<file path="src/rtl/key_loader.sv">
// rtl/key_loader.sv - streams DATA_W-bit words into a KEY_W key, checks framing, commits with one write strobe
// Optional feature: KEY_LOADER_LOCK_EN blocks further loads after the first successful commit until rst.
module key_loader #(
    parameter int DATA_W         = 32,
    parameter int KEY_W          = 128,
    parameter int TIMEOUT_CYCLES = 1024
) (
    input  logic              clk,
    input  logic              rst,
    input  logic              start,
    input  logic              s_valid,
    input  logic [DATA_W-1:0] s_data,
    input  logic              s_last,
    output logic              s_ready,
    output logic              key_we,
    output logic [KEY_W-1:0]  key_wdata,
    output logic              busy,
    output logic              done,
    output logic              err,
    output logic [1:0]        err_code,
    output logic              locked
);

    localparam int WORDS = KEY_W / DATA_W;
    localparam int CNT_W = $clog2(WORDS + 1);
    localparam int TMR_W = (TIMEOUT_CYCLES > 2) ? $clog2(TIMEOUT_CYCLES) : 1;

    localparam logic [CNT_W-1:0] LAST_IDX  = CNT_W'(WORDS - 1);
    // Timer counts idle cycles; the step that would reach TIMEOUT_CYCLES-1 is the timeout.
    localparam logic [TMR_W-1:0] TMR_LIMIT = TMR_W'(TIMEOUT_CYCLES - 2);

    localparam logic [1:0] IDLE    = 2'd0;
    localparam logic [1:0] COLLECT = 2'd1;
    localparam logic [1:0] COMMIT  = 2'd2;
    localparam logic [1:0] DONE    = 2'd3;

    localparam logic [1:0] ERR_NONE    = 2'b00;
    localparam logic [1:0] ERR_SHORT   = 2'b01;
    localparam logic [1:0] ERR_LONG    = 2'b10;
    localparam logic [1:0] ERR_TIMEOUT = 2'b11;

    logic [1:0]       state;
    logic [KEY_W-1:0] key_buf;
    logic [KEY_W-1:0] key_shifted;
    logic [CNT_W-1:0] cnt;
    logic [TMR_W-1:0] timer;
    logic             at_last_word;

    assign s_ready      = (state == COLLECT);
    assign busy         = (state != IDLE);
    assign key_we       = (state == COMMIT);
    assign done         = (state == DONE);
    // Key material is gated so it only leaves the block during the commit cycle.
    assign key_wdata    = key_we ? key_buf : '0;
    assign key_shifted  = KEY_W'({key_buf, s_data});
    assign at_last_word = (cnt == LAST_IDX);

`ifdef KEY_LOADER_LOCK_EN
    logic locked_q;

    always_ff @(posedge clk) begin
        if (rst) begin
            locked_q <= 1'b0;
        end else if (state == DONE) begin
            locked_q <= 1'b1;
        end
    end

    assign locked = locked_q;
`else
    assign locked = 1'b0;
`endif

    always_ff @(posedge clk) begin
        if (rst) begin
            state    <= IDLE;
            key_buf  <= '0;
            cnt      <= '0;
            timer    <= '0;
            err      <= 1'b0;
            err_code <= ERR_NONE;
        end else begin
            case (state)
                IDLE: begin
                    if (start && !locked) begin
                        state    <= COLLECT;
                        key_buf  <= '0;
                        cnt      <= '0;
                        timer    <= '0;
                        err      <= 1'b0;
                        err_code <= ERR_NONE;
                    end
                end
                COLLECT: begin
                    if (s_valid) begin
                        timer <= '0;
                        if (s_last && !at_last_word) begin
                            state    <= IDLE;
                            key_buf  <= '0;
                            err      <= 1'b1;
                            err_code <= ERR_SHORT;
                        end else if (at_last_word && !s_last) begin
                            state    <= IDLE;
                            key_buf  <= '0;
                            err      <= 1'b1;
                            err_code <= ERR_LONG;
                        end else begin
                            key_buf <= key_shifted;
                            cnt     <= cnt + 1'b1;
                            if (at_last_word) begin
                                state <= COMMIT;
                            end
                        end
                    end else if (timer == TMR_LIMIT) begin
                        state    <= IDLE;
                        key_buf  <= '0;
                        err      <= 1'b1;
                        err_code <= ERR_TIMEOUT;
                    end else begin
                        timer <= timer + 1'b1;
                    end
                end
                COMMIT: begin
                    state <= DONE;
                end
                DONE: begin
                    key_buf <= '0;
                    state   <= IDLE;
                end
                default: begin
                    state   <= IDLE;
                    key_buf <= '0;
                end
            endcase
        end
    end

endmodule

</file>
<file path="config.mk">
export PLATFORM = sky130hd
export DESIGN_NAME = key_loader
export DESIGN_NICKNAME = d
export VERILOG_FILES = /design/src/rtl/key_loader.sv
export SDC_FILE = /design/constraint.sdc
export NUM_CORES = 1
export LEC_CHECK = 0
export ABC_AREA = 1
export BUFFER_PORTS_ARGS = -buffer_cell sky130_fd_sc_hd__buf_2
export CELL_PAD_IN_SITES_DETAIL_PLACEMENT = 0
export CELL_PAD_IN_SITES_GLOBAL_PLACEMENT = 1
export CORE_MARGIN = 5
export CORE_UTILIZATION = 37
export DETAILED_ROUTE_END_ITERATION = 8
export GPL_TIMING_DRIVEN = 0
export PLACE_DENSITY = 0.81
export SLEW_MARGIN = 20
export SYNTH_ARGS = -nofsm -noshare
export SYNTH_HDL_FRONTEND = slang
export SYNTH_SLANG_ARGS = --single-unit
</file>
<file path="constraint.sdc">
create_clock -name clk -period 2.1 [get_ports clk]
set_input_delay 0.315 -clock clk [delete_from_list [all_inputs] [get_ports clk]]
set_output_delay 0.315 -clock clk [all_outputs]
set_load 0.02 [all_outputs]
</file>
Word-level counts from Yosys, hierarchy flattened. Cells that the tools add are included.

Equality and inequality tests: 13. Reductions and logical operators: 13. Mux-type cells: 35. Add/sub/neg operators: 2.

Operator list (count): two-way mux 128 bit (6); case mux 128 bit (3 select lines) (1); two-way mux 10 bit (3); two-way mux 2 bit (11); case mux 10 bit (2 select lines) (1); two-way mux 3 bit (4); adder 10 x 1 -> 10 bit (second input constant) (1); equality test 10 bit (second input constant) (1); AND reduction 3 bit (3); != test 2 bit (second input constant) (4); case mux 2 bit (4 select lines) (1); case mux 3 bit (2 select lines) (1); two-way mux 1 bit (5); != test 5 x 2 -> 1 bit (second input constant) (1); AND reduction 5 bit (1); equality test 2 bit (second input constant) (2); != test 4 x 2 -> 1 bit (second input constant) (1); case mux 2 bit (2 select lines) (1); AND reduction 4 bit (1); nonzero test 2 bit (2); adder 3 x 1 -> 3 bit (second input constant) (1); equality test 3 x 2 -> 1 bit (second input constant) (1); != test 3 x 2 -> 1 bit (second input constant) (1); != test 3 bit (second input constant) (1); other kinds (6) (8).

Logic and storage cells: 69. Input port bits: 37. Bits in registers: 146. Output and inout bits: 136.

Logic depth before layout (Yosys ltp). Gate-level depths: netlist (run 1).

Depth after elaboration: 6. Mapped depth: 11. Mapped depth without buffers: 10.

Worst setup path after synthesis (run 1). OpenSTA, ideal clock, no wires.

Kind: register -> output. Start: reg with a tool-made name. End: out key_wdata[107]. Slack: 0.232 ns. Path buffers: 2. Stages on the path, launching flop included: 7. Arrival time: 1.553 ns. Cell sequence: dfxtp_1 inv_2 nor2_1 inv_1 buf_2 buf_1 nor2_1.

RTL lines: end: declaration (RTL line 16) `output logic [KEY_W-1:0] key_wdata,`.

==> summary.md, run 1 <==
| Metric | Value |
|---|---|
| Die height | `roughly 150 um` |
| Post-synth EDFFs | `0` |
| CTS tree | `yes` |
| Final setup violation count | `0` |
| DR pass1 iterations | `4` |
| P&R area growth vs syn | `30.00%` |
| Syn_area_per_cell | `around 6.7 um^2` |
| Crit-path max cell delay | `340 ps` |
| Ys async rst share | `0%` |
| Most frequent cells after synthesis | `nand2_1 (260), inv_1 (152), nor2_1 (150)` |
| Worst Skew | `around 11 ps` |
| Clk buf depth | `2` |
| Hold Crit Class | `in2reg` |
| Register area | `about 2900 um^2` |
| Unrepaired setup endpoints after global routing | `true` |
| Fill cells | `about 1900` |
| Largest cells by area after synthesis | `dfxtp_1 (43%), nand2_1 (14%), a21oi_1 (10%)` |
| DRT iter0 DRCs | `about 320` |
| Max Freq | `approximately 500 MHz` |
| Cells after DPL | `around 1400` |
| Postcts setup bufs | `0` |
| Cell Chain, Critical Path | `inv_2 -> nand2_2 -> clkinv_2 -> buf_2 -> buf_2` |
| Skew-Pair Late Insertion Delay | `420 ps` |
| Required time worst endpoint | `around 1800 ps` |
| Area fraction of the dominant cell type after synthesis | `43.28%` |
| Chip width | `between 100 and 150 um` |
| Most common cell in the netlist | `nand2_1` |
| CTS root buf | `clkbuf_16` |
| First-pass GRT wire length | `between 30000 and 40000 um` |
| Initial antenna violation count | `0` |
| Num ports | `around 170` |
| Antenna diodes | `0` |
| Yosys top cell by area | `dfxtp_1` |
| Total wire length | `20600 um` |
| Register area share after synthesis | `roughly 43%` |
| Cell Pwr Density | `~760 nW/um^2` |
| CP max FO | `12` |
| Clk sink count | `146` |
| Worst vdd ir | `0.0005619 V` |
| Synth Instances | `around 1000` |
| Clock Pin Slew Worst Setup and Hold Paths | `60 ps` |
| Initial Util | `between 30% and 40%` |
| Final Util | `between 40% and 50%` |
| Post-detail-place hpwl | `16100 um` |
| PortBufs | `170` |
| Die ar. | `roughly 21000 um^2` |
| Min cycle time layout | `between 2000 and 2500 ps` |
| Htree depth | `4` |
| Cell mode on critical path | `buf_2` |
| Row cnt | `49` |
| Vias per cell | `approximately 4.6` |
| Final Hold Viols | `0` |
| R2R Setup Slk | `around 160 ps` |
| Post-synthesis mux area share | `0%` |
| Xor-xnor portion of the synthesized cell area | `less than 1%` |
| Yosys reg bits | `~150` |
| Drt wl/cell | `about 14 um` |
| Synthesized area | `6753 um^2` |
| Synthesized Nets | `~1100` |
| Max Cap Viol | `0` |
| Layout Nets | `approximately 1200` |
| Layout cell share with drive strength beyond 1 | `between 20% and 30%` |
| CP endpoint kind | `output port` |
| Outcome | `finished, final reports clean` |
| Yosys Warn Count | `0` |
| Synth Area in Compound Gates | `between 10% and 20%` |
| GRT Total Usage | `19.24%` |
| Post-route ant nets | `0` |
| Crit path launch type | `flip-flop` |
| Post-synthesis simple-gate area fraction | `29.46%` |
| Max-slew headroom | `between 40% and 50%` |
| Final Max Slew Viols | `0` |
| Top_reg_cell synth | `dfxtp_1` |
| Worst EP arrival | `1740 ps` |
| Residual DRC | `0` |
| Fin cells | `~1400` |
| Adder-cell share of the synthesized area | `around 1.3%` |
| Critical-path top delay cell | `dfxtp_1` |
| CTS Buf Count | `17` |
| Final period utilization | `a little over nine tenths` |
| Area of the multi-input gates | `2973 um^2` |
| Core area | `roughly 18000 um^2` |
| CP Class | `reg2out` |
| DR vias | `around 6500` |
| GPL Wtd Cong | `around 0.83` |
| P_leak | `around 3.3 nW` |
| Vias in the first global route | `between 6000 and 7000` |
| CTS Hold Bufs | `0` |
| Worst-margin pin slew | `just under 800 ps` |
| Largest family of logic cells by synthesized area | `simple AND/OR/NAND/NOR gates` |
| Pin count of the biggest net entering global routing | `17` |
| Total grt overflow | `0` |
| Synth unique cells | `33` |
## power breakdown
part	total, mW	internal (mW)	switching, mW
Sequential	2.84	2.81	0.0324
Clock	2.90	1.67	1.23
Combinational	0.902	0.297	0.605
## area by class of cell
| class | instances | area share [%] |
|---|---|---|
| clock inverters | 14 | 1.454 |
| plain buffers | 64 | 5.316 |
| repair buffers | 170 | 11.00 |
| well taps | 229 | 3.264 |
| multi-input cells | 639 | 33.87 |
| inverters | 158 | 6.770 |
| flip-flops and latches | 146 | 33.32 |
| clock buffers | 18 | 5.003 |
## path summary, 6_finish.rpt
kind,start,to,cells after the start
setup / recovery,flip-flop,s_ready,5
hold / removal,s_data[4],key_buf[4]$_SDFFE_PP0P_,3
setup reg to reg,cnt[0]$_SDFFE_PP0P_,key_buf[39]$_SDFFE_PP0P_,10
hold reg to reg,key_buf[124]$_SDFFE_PP0P_,key_buf[124]$_SDFFE_PP0P_,2
## per-layer routing
layer	part of all wire [%]	global-route usage (%)	vias to the layer above
met5	0	0	-
met4	1.6	5.737	0
met3	5.2	4.210	25
met2	43	29.64	168
met1	50	27.11	2878
li1	-	-	3473
## worst max-delay path: cells and delay by family (launching register included)
| family | cells | cell delay (ps) |
|---|---|---|
| simple gates | 1 | 260 |
| buf+inv | 4 | 720 |
| flops | 1 | 340 |
## registers in the layout, summed over array words and instances (netlist names), named ones only
| name | count |
|---|---|
| err | 1 |
| timer | 10 |
| err_code | 2 |
| state | 1 |
| cnt | 3 |
| key_buf | 128 |
## kinds of logic (layout without fill, tap and decap cells)
group | Yosys count | after routing
and+or+nand+nor | 480 | 480
buffers and inverters | 223 | 424
AOI/OAI and AO/OA | 150 | 150
DFF | 146 | 146
adders and majority gates | 7 | 7
other | 1 | 1
xor gates and xnor gates | 1 | 1
## placed cells by master, fill, tap and decap left out, types with 2 or more instances in the layout
master,synthesis,routed
dfxtp_2,0,2
clkinv_2,0,4
nand2_1,260,259
clkinvlp_4,0,4
buf_4,3,55
nand4_1,35,35
nor3_1,2,2
nand3_1,19,19
dfxtp_1,146,144
nor2_4,2,8
ha_1,7,6
clkbuf_2,0,4
nand2_2,1,2
buf_2,24,135
clkbuf_1,23,18
inv_6,0,5
buf_6,12,19
a21oi_1,141,141
o21ai_0,6,6
clkbuf_16,0,17
inv_2,5,6
nor2_2,4,35
nor2_1,150,113
inv_1,152,151
## stage by stage
| step | area, um^2 | total power [mW] | hold slack [ps] | setup TNS [ps] | setup WS, ps |
|---|---|---|---|---|---|
| CTS | 8569 | 6.671 | 153.5 | 0 | 1.967 |
| global placement | 7890 | 3.767 | 446.6 | -1737 | -77.21 |
| global route | 8778 | 6.928 | 158.9 | -84.99 | -84.99 |
| finish | 8778 | 6.645 | 171.0 | 0 | 45.70 |
| detailed placement | 7890 | 3.767 | 451.5 | -160.7 | -33.46 |
| floorplan | 6753 | 3.501 | 439.0 | 0 | 232.3 |
## timing repair
action,CTS,global route
pin swaps,0,0
endpoints found under the hold margin,0,0
gates cloned,0,0
setup endpoints to repair,128,180
resized for setup,48,89
Power figures use the tool's default switching activity.
==> inputs of run 2 (changes only) <==
--- a/config.mk
+++ b/config.mk
@@ -13,7 +13,7 @@
 export CORE_UTILIZATION = 37
 export DETAILED_ROUTE_END_ITERATION = 8
 export GPL_TIMING_DRIVEN = 0
-export PLACE_DENSITY = 0.81
+export PLACE_DENSITY = 0.77
 export SLEW_MARGIN = 20
 export SYNTH_ARGS = -nofsm -noshare
 export SYNTH_HDL_FRONTEND = slang
==> run 2 against run 1 <==
Against the previous run: final area rose by 1.1%; sequential share of layout area fell by 0.39 points; global-route usage increased by 0.41 points; routed wire length increased by 0.87%; combinational power rose by 1%; non-clock buffer count did not move; sequential power about the same; clock power is 4% higher; flip-flop and latch count unchanged; critical path depth up 2; critical endpoint is now key_wdata[53]; highest routed layer unchanged.
==> summary.md, run 2 (synthesis results as in run 1) <==
| Metric | Value |
|---|---|
| Outcome | `finished, final reports clean` |
| Htree depth | `4 (unchanged)` |
| Register area | `2924 um^2 (about the same)` |
| Cells after DPL | `1407 (unchanged)` |
| CTS tree | `yes` |
| Pin count of the biggest net entering global routing | `17 (unchanged)` |
| Commonest non-fill, non-tap cell in the layout | `nand2_1` |
| PortBufs | `170 (unchanged)` |
| Worst vdd ir | `0.0005890 V (+4.8%)` |
| Hold Crit Class | `in2reg` |
| Largest reg by FF count | `key_buf` |
| Fin cells | `1437 (-0.070%)` |
| Initial antenna violation count | `0 (unchanged)` |
| Vias in the first global route | `6353 (-0.031%)` |
| Skew-Pair Late Insertion Delay | `420 ps (about the same)` |
| Final setup violation count | `0 (unchanged)` |
| Residual DRC | `0 (unchanged)` |
| Max Freq | `499.4 MHz (+2.6%)` |
| Area of the multi-input gates | `2980 um^2 (+0.25%)` |
| Commonest non-fill, non-tap cells in the layout | `nand2_1 (259), inv_1 (151), dfxtp_1 (145), a21oi_1 (141), nor2_1 (110)` |
| Final Max Slew Viols | `0 (unchanged)` |
| CTS Buf Count | `17 (unchanged)` |
| CTS root buf | `clkbuf_16` |
| Cell Pwr Density | `762.2 nW/um^2 (+0.69%)` |
| WP buf/inv | `5 (+1)` |
| Drt wl/cell | `14.46 um (+0.94%)` |
| GPL Wtd Cong | `0.8323 (+0.29%)` |
| Core area | `17960 um^2 (unchanged)` |
| Worst Skew | `9.251 ps (-1.757 ps)` |
| DRT iter0 DRCs | `280 (-13%)` |
| Post-detail-place hpwl | `16210 um (+0.68%)` |
| First-pass GRT wire length | `33830 um (+1.7%)` |
| Worst-margin pin slew | `782.5 ps (+3.630 ps)` |
| Vias per cell | `4.573 (+0.50%)` |
| Max reg flops | `128 (unchanged)` |
| Critical-path top delay cell | `dfxtp_1` |
| Die ar. | `21050 um^2 (unchanged)` |
| Max Cap Viol | `0 (unchanged)` |
| Final period utilization | `95.36% (-2.5 points)` |
| Layout Nets | `1240 (unchanged)` |
| Antenna diodes | `0 (unchanged)` |
| Unrepaired setup endpoints after global routing | `true` |
| Initial Util | `37.59% (unchanged)` |
| Regs by FF count | `key_buf (128), timer (10), cnt (3)` |
| Crit-path max cell delay | `340 ps (about the same)` |
| DR pass1 iterations | `5 (+1)` |
| CP top delay family | `buffers and inverters` |
| Required time worst endpoint | `1780 ps (about the same)` |
| CTS Hold Bufs | `0 (unchanged)` |
| Die height | `145.1 um (unchanged)` |
| Total wire length | `20780 um (+0.87%)` |
| Total grt overflow | `0 (unchanged)` |
| P&R area growth vs syn | `31.48%` |
| Fill cells | `1951 (+0.57%)` |
| Cell mode on critical path | `inv_2` |
| Chip width | `145.1 um (unchanged)` |
| Post-route ant nets | `0 (unchanged)` |
| Layout cell share with drive strength beyond 1 | `25.66% (+0.10 points)` |
| DR vias | `6572 (+0.43%)` |
| Max-slew headroom | `47.83% (-0.24 points)` |
| Crit path launch type | `flip-flop` |
| CP max FO | `10 (-2)` |
| P_leak | `3.281 nW (+0.34%)` |
| Clk buf depth | `2 (unchanged)` |
| Cell Chain, Critical Path | `inv_2 -> nor2_4 -> inv_2 -> clkbuf_8 -> buf_6 -> nor2_2 -> buf_4` |
| Num ports | `173 (unchanged)` |
| Final Util | `49.43% (+0.56 points)` |
| Row cnt | `49 (unchanged)` |
| CP Class | `reg2out` |
| Worst EP arrival | `1690 ps (-50 ps)` |
| CP endpoint kind | `output port` |
| GRT Total Usage | `19.66% (+0.41 points)` |
| Final Hold Viols | `0 (unchanged)` |
| Min cycle time layout | `2003 ps (-51.74 ps)` |
| Clock Pin Slew Worst Setup and Hold Paths | `60 ps (about the same)` |
| Clk sink count | `146 (unchanged)` |
| WHS | `170.7 ps (-0.2950 ps)` |
## run 2: changes by cell type in the layout (fill, tap and decap cells not counted), sizes merged
cell	change
buf	-1
bufinv	+1
clkinvlp	-1
## run 2: tightest hold or removal path, delay by kind of cell
kind	cells	cell delay (ps)
simple gates	1	80
buf+inv	1	90
compound gates	1	60
## run 2: power breakdown
group	switching (mW)	internal, mW
sequential	0.0318	2.81
combinational	0.610	0.302
clock	1.25	1.76
## run 2: final cells by class
class	count	share of cell area, %
buffer	64	5.454
tap	229	3.227
clock buffer	17	4.791
inverter	158	6.736
sequential	146	32.93
clock inverter	14	1.762
timing repair buffer	170	11.53
multi-input combinational	639	33.57
## run 2: final timing paths
check	from	end	slack [ps]	depth (start not counted)
setup / recovery	flip-flop	key_wdata[53]	100	7
hold / removal	s_data[4]	key_buf[4]$_SDFFE_PP0P_	170	3
hold reg to reg	key_buf[122]$_SDFFE_PP0P_	key_buf[122]$_SDFFE_PP0P_	460	2
setup reg to reg	cnt[0]$_SDFFE_PP0P_	key_buf[26]$_SDFFE_PP0P_	200	8
## run 2: routing by layer
metal	up-vias	wire length (um)	global-route usage [%]
met5	-	0	0
met4	0	427	6.623
met3	27	1112	4.272
met2	186	8818	28.97
met1	2882	10420	28.45
li1	3477	-	-
## run 2: metrics by stage
| step | area, um^2 | setup WS (ps) | total power, mW | TNS (ps) |
|---|---|---|---|---|
| after CTS | 8636 | -24.80 | 6.797 | -127.5 |
| after detailed placement | 7890 | -117.6 | 3.769 | -2297 |
| final | 8879 | 97.44 | 6.767 | 0 |
| after global routing | 8879 | -29.46 | 7.054 | -86.05 |
| after floorplan | 6753 | 232.3 | 3.501 | 0 |
| after global placement | 7890 | -87.53 | 3.771 | -2737 |
## run 2: what timing repair did
| item | CTS | global route |
|---|---|---|
| setup endpoints to repair | 151 | 226 |
| gates resized for setup | 67 | 101 |
| setup buffers | 0 | 0 |
| cloned | 0 | 0 |
